[src/rtl/lsu_port_arbiter.sv]
// Two-port arbiter in front of the single LSU port: one transaction in flight at a time,
// completion (stall_next=0, fault) steered back only to the port that owns it.
module lsu_port_arbiter #(
    parameter int unsigned ADDR_W    = 32,
    parameter int unsigned DATA_W    = 64,
    parameter int unsigned PRIO_MODE = 0
) (
    input  logic                    clk,
    input  logic                    rst,
    input  logic [1:0]              req_prev_stalled,
    input  logic [2*ADDR_W-1:0]     req_addr,
    input  logic [1:0]              req_do_load,
    input  logic [1:0]              req_do_store,
    input  logic [2*DATA_W-1:0]     req_store_data,
    input  logic [2*(DATA_W/8)-1:0] req_store_mask,
    output logic [1:0]              req_stall_next,
    output logic [DATA_W-1:0]       req_load_data,
    output logic [1:0]              req_access_fault,
    output logic                    lsu_prev_stalled,
    input  logic                    lsu_stall_next,
    output logic [ADDR_W-1:0]       lsu_addr,
    output logic                    lsu_do_load,
    output logic                    lsu_do_store,
    output logic [DATA_W-1:0]       lsu_store_data,
    output logic [DATA_W/8-1:0]     lsu_store_mask,
    input  logic [DATA_W-1:0]       lsu_load_data,
    input  logic                    lsu_access_fault,
    output logic                    arb_busy,
    output logic                    arb_owner
);
    localparam int unsigned MASK_W = DATA_W / 8;

    typedef enum logic {StIdle, StBusy} state_e;

    state_e            state_q, state_d;
    logic              owner_q, owner_d;
    logic              last_q, last_d;
    logic              load_q, load_d;
    logic              store_q, store_d;
    logic [ADDR_W-1:0] addr_q, addr_d;
    logic [DATA_W-1:0] sdata_q, sdata_d;
    logic [MASK_W-1:0] mask_q, mask_d;

    logic [1:0]        req_valid;
    logic              winner;
    logic              issue;
    logic [ADDR_W-1:0] win_addr;
    logic [DATA_W-1:0] win_sdata;
    logic [MASK_W-1:0] win_mask;
    logic              win_load;
    logic              win_store;

    always_comb begin
        req_valid = ~req_prev_stalled;
        issue     = (state_q == StIdle) && !rst && (req_valid != 2'b00);
        if (req_valid == 2'b11) begin
            winner = (PRIO_MODE != 0) ? 1'b0 : ~last_q;
        end else begin
            winner = req_valid[1];
        end
        win_addr  = winner ? req_addr[2*ADDR_W-1:ADDR_W] : req_addr[ADDR_W-1:0];
        win_sdata = winner ? req_store_data[2*DATA_W-1:DATA_W] : req_store_data[DATA_W-1:0];
        win_mask  = winner ? req_store_mask[2*MASK_W-1:MASK_W] : req_store_mask[MASK_W-1:0];
        win_load  = req_do_load[winner];
        win_store = req_do_store[winner];
    end

    always_comb begin
        state_d          = state_q;
        owner_d          = owner_q;
        last_d           = last_q;
        load_d           = load_q;
        store_d          = store_q;
        addr_d           = addr_q;
        sdata_d          = sdata_q;
        mask_d           = mask_q;
        lsu_prev_stalled = 1'b1;
        lsu_addr         = addr_q;
        lsu_do_load      = load_q;
        lsu_do_store     = store_q;
        lsu_store_data   = sdata_q;
        lsu_store_mask   = mask_q;
        req_stall_next   = 2'b11;
        req_access_fault = 2'b00;
        arb_busy         = 1'b0;
        case (state_q)
            StIdle: begin
                lsu_do_load  = 1'b0;
                lsu_do_store = 1'b0;
                if (issue) begin
                    // Winner goes straight through to the LSU in the same cycle.
                    lsu_prev_stalled = 1'b0;
                    lsu_addr         = win_addr;
                    lsu_do_load      = win_load;
                    lsu_do_store     = win_store;
                    lsu_store_data   = win_sdata;
                    lsu_store_mask   = win_mask;
                    state_d          = StBusy;
                    owner_d          = winner;
                    last_d           = winner;
                    load_d           = win_load;
                    store_d          = win_store;
                    addr_d           = win_addr;
                    sdata_d          = win_sdata;
                    mask_d           = win_mask;
                end
            end
            StBusy: begin
                arb_busy = 1'b1;
                // A reset in the completion cycle swallows the result.
                if (!lsu_stall_next && !rst) begin
                    req_stall_next[owner_q]   = 1'b0;
                    req_access_fault[owner_q] = lsu_access_fault;
                    state_d                   = StIdle;
                end
            end
            default: state_d = StIdle;
        endcase
    end

    assign req_load_data = lsu_load_data;
    assign arb_owner     = owner_q;

    always_ff @(posedge clk) begin
        if (rst) begin
            state_q <= StIdle;
            owner_q <= 1'b0;
            last_q  <= 1'b1;
            load_q  <= 1'b0;
            store_q <= 1'b0;
        end else begin
            state_q <= state_d;
            owner_q <= owner_d;
            last_q  <= last_d;
            load_q  <= load_d;
            store_q <= store_d;
        end
    end

    always_ff @(posedge clk) begin
        addr_q  <= addr_d;
        sdata_q <= sdata_d;
        mask_q  <= mask_d;
    end

    assert property (@(posedge clk) disable iff (rst)
        (req_stall_next != 2'b00) && ((state_q == StIdle) -> (req_stall_next == 2'b11)));

endmodule

[config.mk]
export PLATFORM = sky130hd
export DESIGN_NAME = lsu_port_arbiter
export DESIGN_NICKNAME = d
export VERILOG_FILES = /design/src/rtl/lsu_port_arbiter.sv
export SDC_FILE = /design/constraint.sdc
export NUM_CORES = 1
export LEC_CHECK = 0
export ABC_AREA = 1
export CORE_AREA = 2 2 179 181
export CTS_BUF_LIST = sky130_fd_sc_hd__clkbuf_8
export DETAILED_ROUTE_END_ITERATION = 6
export DIE_AREA = 0 0 181 183
export DONT_BUFFER_PORTS = 1
export PLACE_DENSITY = 0.34
export SLEW_MARGIN = 10
export SYNTH_ARGS = -nofsm -noshare
export SYNTH_HDL_FRONTEND = slang
export SYNTH_SLANG_ARGS = --single-unit
export TNS_END_PERCENT = 20
[constraint.sdc]
create_clock -name clk -period 3.5 [get_ports clk]
set_clock_uncertainty 0.2 [all_clocks]
set_input_delay 0.7 -clock clk [delete_from_list [all_inputs] [get_ports clk]]
set_output_delay 0.7 -clock clk [all_outputs]
set_load 0.02 [all_outputs]
==> flow_summary.json <==
{
  "die-area_um2": 33100,
  "cts_repair_resize_count": 0,
  "ys_ff_latch": 109,
  "die_w_um": 181,
  "detailed_place.area_um2": 6100,
  "cts_inserted_buffers": 9,
  "power_density_nw_per_um2": 542,
  "antenna_found_initial": 0,
  "setup_slack_ns": 0.499,
  "vias": 5404,
  "crit_type": "flop to primary output",
  "peakVddDrop_mv": 0.173,
  "synth_area_leader_cell": "dfxtp_1",
  "finalInstanceArea_um2": 6280,
  "area_growth_syn_to_layout_pct": 2.64,
  "arrival_ns": 2.10,
  "numClockSinks": 109,
  "io_pins": 459,
  "critPathCaptureType": "primary output",
  "fmax_mhz": 333,
  "place.gp.congestion": 0.706,
  "cts.htree.levels": 3,
  "r2r_slack_ns": 1.54,
  "synthCells": 999,
  "status": "finished, final reports clean",
  "reg2reg_from": "state_q$_SDFF_PP0_",
  "yosys-top-cells-area": "dfxtp_1 36%, nand2_1 20%, nand3_1 18%, inv_1 13%, buf_4 8.1%",
  "grt_first_pass_wirelength_um": 31200,
  "dp_hpwl_um": 15000,
  "min_path_cells": 1,
  "grtUsageTotal": 0.126,
  "synth_nets": 1281,
  "cts_tree": "done",
  "tightest_slew_ns": 0.642,
  "yosys_warnings": 0,
  "min_to": "state_q$_SDFF_PP0_",
  "top_usage_layer": "met2",
  "cts_root_buf": "clkbuf_8",
  "use_met1": 0.143,
  "drv_slew": 0,
  "rr_worst_depth": 6,
  "first_pass_iters": 5,
  "power_mw": 3.40,
  "postCtsSetupRepairBufs": 0,
  "avgSynthCellArea_um2": 6.13,
  "slew_headroom": 0.572,
  "fin_nets": 1186,
  "final_common_cell": "nand2_1",
  "overflow": 0,
  "hold_viol_final": 0,
  "setup_viol": 0,
  "worst_setup_path_start_kind": "flop",
  "final_cell_mix": "324 x nand2_1, 217 x inv_1, 216 x nand3_1, 109 x dfxtp_1, 10 x clkbuf_8",
  "finalSetupTns_ns": 0,
  "grt_max_degree": 57,
  "netlist_area_um2": 6120,
  "drtIter0Drc": 160,
  "grt_use_met2": 0.206,
  "via_per_inst": 4.12,
  "dp_slack_ns": 0.486,
  "rsz0062_at_grt": "no",
  "ys_types": 16,
  "drt-total-wl_um": 21000,
  "drc": 0,
  "drv_cap": 0,
  "period_needed_ns": 3.00,
  "die_y_um": 183,
  "yosysSeqAreaShare": 0.357,
  "p_leak_nw": 3.68,
  "hp-class": "primary input to flop",
  "layout-drive-gt1-share": 0.0374,
  "initial_core_util": 0.196,
  "path_clk_slew_ns": 0.11,
  "diodes": 0,
  "reg2reg_to": "addr_q[31]$_DFF_P_",
  "min_period_over_period": 0.857,
  "grt_pass1_vias": 5170,
  "synth_top_cell_area_share": 0.357,
  "clock_path_buffers": 2,
  "grtUsageMet3": 0.0512,
  "min-delay-start": "rst",
  "portBuffers": 0,
  "antenna_left": 0,
  "wl_per_cell_um": 16.0,
  "num_rows": 65,
  "worstPathRequired_ns": 2.60,
  "core-area_um2": 31200,
  "crit_path_max_fanout": 51,
  "clock_latency_ns": 0.43,
  "ctsHoldBuffers": 0
}
## worst max-delay path, cell delays in order (launching register included)
cell and delay (ns):
dfxtp_1 0.33, nor2_1 0.19, nand2_4 0.26, inv_4 0.16, buf_12 0.23, nand3_1 0.21
nand2_1 0.24
## area by class of cell
cell class              instances  area, um2
repair buffers                 13        210
clock buffers                  10        138
inverters                     219        827
flip-flops and latches        109       2180
well taps                     402        503
fillers                      3689      24900
clock inverters                 6       45.0
multi-input cells             552       2380
## logic make-up (layout without fill, tap and decap cells)
logic type	after synthesis	count (layout)	share of synthesized area
compound gates	3	3	0.00245
buf+inv	338	248	0.258
simple gates	549	549	0.383
flops	109	109	0.357
## Yosys cell counts
cell type and number:
clkbuf_1 13, inv_2 2, dfxtp_1 109, nand2_1 324
buf_2 24, o21ai_0 1, buf_4 66, inv_1 217
a21oi_1 1, nand3_1 216, nor2_1 4, buf_6 4
buf_1 12, nand3b_1 2, nand2_2 3, o21ai_1 1
## worst max-delay path by stage
stage,startpoint,endpoint,slack (ns),cells after the start
after floorplan,req_prev_stalled[0],lsu_store_data[46],1.05,8
after global placement,rst,lsu_addr[31],0.50,6
after detailed placement,req_prev_stalled[0],lsu_addr[31],0.49,6
after CTS,state_q$_SDFF_PP0_,lsu_addr[31],0.37,6
after global routing,state_q$_SDFF_PP0_,lsu_addr[31],0.32,6
final,state_q$_SDFF_PP0_,lsu_addr[31],0.50,6
## layer usage
metal	vias to the layer above	wire, um
met1	2391	8890
met5	-	0
met2	262	9650
li1	2717	-
met4	0	546
met3	34	1940
## state kept, by name, summed over array words and instances, names as in the netlist
name       count
arb_owner      1
addr_q        32
store_q        1
mask_q         8
sdata_q       64
load_q         1
last_q         1
state_q        1
## report_power, final
group / switching [mW] / leakage (nW) / internal [mW]
logic: 0.831 / 2.67 / 0.224
registers: 0.0608 / 0.917 / 1.50
clock network: 0.507 / 0.0974 / 0.286
## per-stage QoR
stage	utilization	hold slack (ns)	cells
after detailed placement	0.195	0.274	1295
after global placement	0.195	0.267	1295
after global routing	0.201	0.0810	1311
after CTS	0.201	0.0689	1311
final	0.201	0.127	1311
after floorplan	-	0.249	999
No activity file was read; power rests on OpenSTA's default activity.
